<file path="config.mk">
export PLATFORM = sky130hd
export DESIGN_NAME = collision_detector
export DESIGN_NICKNAME = d
export VERILOG_FILES = /design/src/rtl/game_pkg.sv /design/src/rtl/collision_detector_popcount.sv /design/src/rtl/collision_detector.sv
export SDC_FILE = /design/constraint.sdc
export NUM_CORES = 1
export LEC_CHECK = 0
export CAP_MARGIN = 20
export CORE_ASPECT_RATIO = 1.1
export CORE_MARGIN = 3
export CORE_UTILIZATION = 40
export CTS_BUF_LIST = sky130_fd_sc_hd__clkbuf_8
export CTS_CLUSTER_SIZE = 8
export DETAILED_ROUTE_END_ITERATION = 10
export GPL_TIMING_DRIVEN = 1
export PLACE_DENSITY = 0.62
export SYNTH_ARGS = -nofsm -noshare
export SYNTH_HDL_FRONTEND = slang
export SYNTH_SLANG_ARGS = --single-unit
</file>
<file path="constraint.sdc">
create_clock -name clk -period 13.3 [get_ports clk]
set_input_delay 1.33 -clock clk [delete_from_list [all_inputs] [get_ports clk]]
set_output_delay 1.33 -clock clk [all_outputs]
set_load 0.02 [all_outputs]
</file>
<file path="src/rtl/game_pkg.sv">
// -----------------------------------------------------------------------------
// game_pkg
// Shared game constants so the collision/score logic and the HUD/score
// renderer agree on counter widths and scoring rules.
//   AST_COUNT_DEF       default number of asteroid instances
//   SCORE_W_DEF         default score counter width
//   LIVES_W_DEF         default lives counter width
//   LIVES_INIT_DEF      lives loaded at reset
//   POINTS_PER_HIT_DEF  score added per asteroid destroyed by the bullet
// -----------------------------------------------------------------------------
package game_pkg;

    localparam int AST_COUNT_DEF      = 10;
    localparam int SCORE_W_DEF        = 16;
    localparam int LIVES_W_DEF        = 2;
    localparam int LIVES_INIT_DEF     = 3;
    localparam int POINTS_PER_HIT_DEF = 1;

    // Width needed to hold a count of 0..n.
    function automatic int count_w(input int n);
        return (n < 1) ? 1 : $clog2(n + 1);
    endfunction

endpackage

</file>
<file path="src/rtl/collision_detector_popcount.sv">
// -----------------------------------------------------------------------------
// popcount
// Purely combinational population count.
//   in_vec  in   N          bits to count
//   count   out  clog2(N+1) number of set bits in in_vec
// -----------------------------------------------------------------------------
module popcount
    import game_pkg::*;
#(
    parameter int N = AST_COUNT_DEF
) (
    input  logic [N-1:0]          in_vec,
    output logic [count_w(N)-1:0] count
);

    localparam int CW = count_w(N);

    always_comb begin
        count = '0;
        for (int i = 0; i < N; i++) begin
            count = count + CW'(in_vec[i]);
        end
    end

endmodule

</file>
<file path="src/rtl/collision_detector.sv">
// -----------------------------------------------------------------------------
// collision_detector
// Pixel-domain collision detection between the bullet/ship sprites and the
// asteroid instances. Overlaps are accumulated over a frame and committed on
// the frame pulse, producing one-cycle shot/bullet_hit/ship_hit pulses and
// updating score, lives and game_over.
//   clk             in   pixel clock
//   rst             in   asynchronous, active-high reset
//   frame           in   one-cycle pulse at start of vertical blanking
//   ast_drawing     in   per-asteroid "drawing this pixel" flags
//   ast_enabled     in   per-asteroid "alive" flags
//   bullet_drawing  in   bullet sprite drawing this pixel
//   ship_drawing    in   ship sprite drawing this pixel
//   shot            out  one-cycle pulse per destroyed asteroid
//   bullet_hit      out  one-cycle pulse: bullet struck an asteroid last frame
//   ship_hit        out  one-cycle pulse: ship collided last frame
//   score           out  saturating score counter
//   lives           out  remaining lives
//   game_over       out  sticky until reset once lives reach 0
// -----------------------------------------------------------------------------
module collision_detector
    import game_pkg::*;
#(
    parameter int ASTEROID_COUNT = AST_COUNT_DEF,
    parameter int SCORE_W        = SCORE_W_DEF,
    parameter int LIVES_W        = LIVES_W_DEF,
    parameter int LIVES_INIT     = LIVES_INIT_DEF,
    parameter int POINTS_PER_HIT = POINTS_PER_HIT_DEF
) (
    input  logic                      clk,
    input  logic                      rst,
    input  logic                      frame,
    input  logic [ASTEROID_COUNT-1:0] ast_drawing,
    input  logic [ASTEROID_COUNT-1:0] ast_enabled,
    input  logic                      bullet_drawing,
    input  logic                      ship_drawing,
    output logic [ASTEROID_COUNT-1:0] shot,
    output logic                      bullet_hit,
    output logic                      ship_hit,
    output logic [SCORE_W-1:0]        score,
    output logic [LIVES_W-1:0]        lives,
    output logic                      game_over
);

    localparam int NB_W  = count_w(ASTEROID_COUNT);
    // Wide enough that score + nb*POINTS_PER_HIT can never overflow before
    // the saturation compare.
    localparam int SUM_W = SCORE_W + NB_W + 33;

    function automatic logic [SCORE_W-1:0] sat_add(input logic [SCORE_W-1:0] a,
                                                    input logic [NB_W-1:0]    n);
        logic [SUM_W-1:0] sum;
        logic [SUM_W-1:0] lim;
        lim = {{(SUM_W - SCORE_W){1'b0}}, {SCORE_W{1'b1}}};
        sum = SUM_W'(a) + SUM_W'(n) * SUM_W'(POINTS_PER_HIT);
        if (sum > lim) begin
            return {SCORE_W{1'b1}};
        end
        return sum[SCORE_W-1:0];
    endfunction

    logic [ASTEROID_COUNT-1:0] bhit;
    logic [ASTEROID_COUNT-1:0] shit;
    logic [ASTEROID_COUNT-1:0] acc_b;
    logic [ASTEROID_COUNT-1:0] acc_s;
    logic [ASTEROID_COUNT-1:0] kill;
    logic [NB_W-1:0]           nb;
    logic                      any_b;
    logic                      any_s;

    logic [ASTEROID_COUNT-1:0] shot_p1;
    logic                      bullet_hit_p1;
    logic                      ship_hit_p1;
    logic [SCORE_W-1:0]        score_p1;
    logic [LIVES_W-1:0]        lives_p1;
    logic                      game_over_p1;

    // ---- stage 0: per-pixel overlap detection and frame accumulation ----
    assign bhit = {ASTEROID_COUNT{bullet_drawing}} & ast_drawing & ast_enabled;
    assign shit = {ASTEROID_COUNT{ship_drawing}}   & ast_drawing & ast_enabled;

    // On the frame pulse the accumulators restart from this cycle's hits, so
    // an overlap coincident with the pulse is counted in the following frame.
    always_ff @(posedge clk or posedge rst) begin
        if (rst) begin
            acc_b <= '0;
            acc_s <= '0;
        end else if (frame) begin
            acc_b <= bhit;
            acc_s <= shit;
        end else begin
            acc_b <= acc_b | bhit;
            acc_s <= acc_s | shit;
        end
    end

    assign kill  = acc_b | acc_s;
    assign any_b = |acc_b;
    assign any_s = |acc_s;

    popcount #(
        .N (ASTEROID_COUNT)
    ) u_popcount (
        .in_vec (acc_b),
        .count  (nb)
    );

    // ---- stage 1: frame commit of pulses, score, lives, game_over ----
    always_ff @(posedge clk or posedge rst) begin
        if (rst) begin
            shot_p1       <= '0;
            bullet_hit_p1 <= 1'b0;
            ship_hit_p1   <= 1'b0;
            score_p1      <= '0;
            lives_p1      <= LIVES_W'(LIVES_INIT);
            game_over_p1  <= 1'b0;
        end else begin
            shot_p1       <= '0;
            bullet_hit_p1 <= 1'b0;
            ship_hit_p1   <= 1'b0;
            if (frame && !game_over_p1) begin
                shot_p1       <= kill;
                bullet_hit_p1 <= any_b;
                ship_hit_p1   <= any_s;
                // Only bullet kills score; ship-collision kills are free.
                score_p1      <= sat_add(score_p1, nb);
                // One life per frame at most, however many asteroids hit.
                if (any_s && (lives_p1 != '0)) begin
                    lives_p1 <= lives_p1 - LIVES_W'(1);
                    if (lives_p1 == LIVES_W'(1)) begin
                        game_over_p1 <= 1'b1;
                    end
                end
            end
        end
    end

    assign shot       = shot_p1;
    assign bullet_hit = bullet_hit_p1;
    assign ship_hit   = ship_hit_p1;
    assign score      = score_p1;
    assign lives      = lives_p1;
    assign game_over  = game_over_p1;

endmodule

</file>
==> results.toml <==
[timing]
relSlewSlack = 0.4671
setup_ws_ns = 8.696
hold_viol_final = 0
rsz0062_at_grt = "no"
period_minus_slack_ns = 4.604
fmax_ghz = 0.2172
finalSetupViolations = 0
report.final.slew_viol_count = 0
tightest_slew_ns = 0.7969
finalClockSkew_ns = 0.01062
finalCritPeriodShare = 0.3461
timing.hold.ws_ns = 0.5263
tns_ns = 0

[synth]
syn_nets = 296
async_flop_share = 1.000
netlist_top_cells_area = "dfrtp_1, ha_1, nand3_1"
seq_area_frac_synth = 0.4935
yosys_warnings = 0
syn_inst = 252
avgSynthCellArea_um2 = 10.28
synth_top_area_frac = 0.4732
ys_ff_latch = 51
synth_edf_count = 0
ys.flop_type = "dfrtp_1"
synth.distinct_cells = 46
synth_area_um2 = 2591
yosys.area.top_type = "dfrtp_1"

[hold_path]
hold_path_class = "flip-flop to flip-flop"

[critical_path]
startpoint_type = "flip-flop"
cp_max_fo = 7
crit_arrival_ns = 4.80
worstSetupEndpointType = "flip-flop"
crit_type = "flip-flop to flip-flop"
cp.required_ns = 13.50

[clocking]
numCtsBuffers = 5
clockRootBuffer = "clkbuf_8"
cts.path.max_buffers = 2
clock_latency_ns = 0.31
cts_sinks = 51
ctsHoldBuffers = 0
cts.htree.levels = 2
ctsResizeCount = 0
clk_pin_slew_ns = 0.10
postCtsSetupBuffers = 0
tritoncts = "yes"

[floorplan]
fp-row-count = 30
die_w_um = 82.74
die_h_um = 90.42
coreArea_um2 = 6231
dieArea_um2 = 7481
pin_count = 56
start_util = 0.4159

[power]
leakagePower_nw = 1.514
powerDensity_nw_per_um2 = 155.3
vdd_drop_max_uv = 99.83

[global_routing]
grt_start_max_net_pins = 52
grt_overflow = 0
track_usage = 0.1636
grt_pass1_vias = 2046
grt_pass1_wl_mm = 9.597
antenna_found_initial = 0

[cells_and_area]
drive_gt1_frac = 0.07767
syn_to_final_growth_pct = 29.21
n_antenna_cell = 0
layout.nets = 352

[detailed_routing]
viasPerCell = 5.195
drt_iter0_drc = 96
vias = 2021
wl_per_cell_um = 14.66
postRouteAntennaNets = 0
firstDrtPassIters = 4
wl_mm = 5.701
drc = 0

[outcome]
status = "finished clean"

[placement]
place_ws_ns = 8.698
globalplace.congestion = 0.8024
dpl.hpwl_mm = 4.223
io_buffers = 55

[flow_run]
maxCapViolCount = 0
report_power, final:
part	switching (mW)	internal, mW	leakage, nW
Sequential	0.0245	0.181	0.665
Combinational	0.109	0.0940	0.794
Clock	0.0540	0.0567	0.0548
Total	0.188	0.332	1.51
cell usage in the layout, fill, tap and decap left out, types with 3 or more instances in the layout:
cell and count:
nand3_1 29, and3_1 3, dfrtp_1 49, mux2_2 3, or3_1 3, o21ai_0 28
a21oi_1 17, inv_1 34, nand2_1 7, a31oi_1 4, ha_1 12, nor2_1 9
clkdlybuf4s50_1 55, nor2b_1 3, fa_1 7, xor2_1 3, clkbuf_8 5
per-stage QoR:
stage / util / area, um^2 / instances / power (mW)
6_report: 0.5373 / 3348 / 389 / 0.5199
4_1_cts: 0.5341 / 3328 / 388 / 0.5255
5_1_grt: 0.5373 / 3348 / 389 / 0.5559
3_3_place_gp: 0.5157 / 3213 / 380 / 0.4096
3_5_place_dp: 0.5157 / 3213 / 380 / 0.4120
2_1_floorplan: - / 2591 / 252 / 0.3355
final timing paths:
| path | start | end | slack [ns] | depth (start not counted) |
|---|---|---|---|---|
| worst min-delay path | lives[1]$_DFFE_PP1P_ | lives[1]$_DFFE_PP1P_ | 0.53 | 2 |
| worst max-delay path | acc_b[0]$_DFF_PP0_ | score[10]$_DFFE_PP0P_ | 8.70 | 13 |
| worst min register to register | lives[1]$_DFFE_PP1P_ | lives[1]$_DFFE_PP1P_ | 0.53 | 2 |
| min in group asynchronous | rst | acc_s[6]$_DFF_PP0_ | 1.33 | 2 |
| worst max register to register | acc_b[0]$_DFF_PP0_ | score[10]$_DFFE_PP0P_ | 8.70 | 13 |
| max in group asynchronous | rst | lives[1]$_DFFE_PP1P_ | 11.38 | 3 |
sequential cells by signal (all words and copies together) (netlist names):
| register | flops |
|---|---|
| score | 16 |
| acc_s | 10 |
| bullet_hit | 1 |
| shot | 10 |
| lives | 2 |
| acc_b | 10 |
| game_over | 1 |
| ship_hit | 1 |
worst max-delay path: stages, from the launching register on:
cell and delay [ns]:
dfrtp_1 0.39, inv_1 0.10, ha_1 0.24, inv_1 0.07, fa_1 0.42, fa_1 0.51, fa_1 0.42, fa_1 0.41
fa_1 0.49, fa_1 0.44, nor2b_1 0.25, o221ai_2 0.22, nor3_1 0.20, mux2_2 0.35
synth_stat cells, types with 2 or more instances:
cell type  count
dfrtp_1       49
inv_1         35
nand3_1       29
o21ai_0       28
a21oi_1       17
ha_1          12
nor2_1         9
fa_1           7
nand2_1        7
clkbuf_1       5
a31oi_1        4
and3_1         3
mux2_2         3
nor2b_1        3
or3_1          3
xor2_1         3
and4b_1        2
dfstp_2        2
nor3_1         2
nor4_1         2
or4_1          2
per-layer routing:
metal	up-vias	GRT usage	share of wire
met2	53	0.2507	0.46
met3	13	0.03792	0.050
met4	0	0.06403	0.024
met1	972	0.2219	0.47
met5	-	0	0
li1	983	-	-
layout make-up:
cell class,count,area [um^2]
multi-input cells,159,1152
repair buffers,56,570.5
well taps,80,100.1
clock inverters,3,46.29
clock buffers,5,68.82
fillers,563,2883
inverters,35,131.4
flip-flops and latches,51,1279
cells by family after synthesis:
logic type,Yosys count,synth area share
muxes,4,0.01690
adders and majority gates,19,0.1120
buffers and inverters,42,0.06180
AOI/OAI and AO/OA,60,0.1342
DFF,51,0.4935
and+or+nand+nor,72,0.1680
xor gates and xnor gates,4,0.01352
No activity file was read; power rests on OpenSTA's default activity.
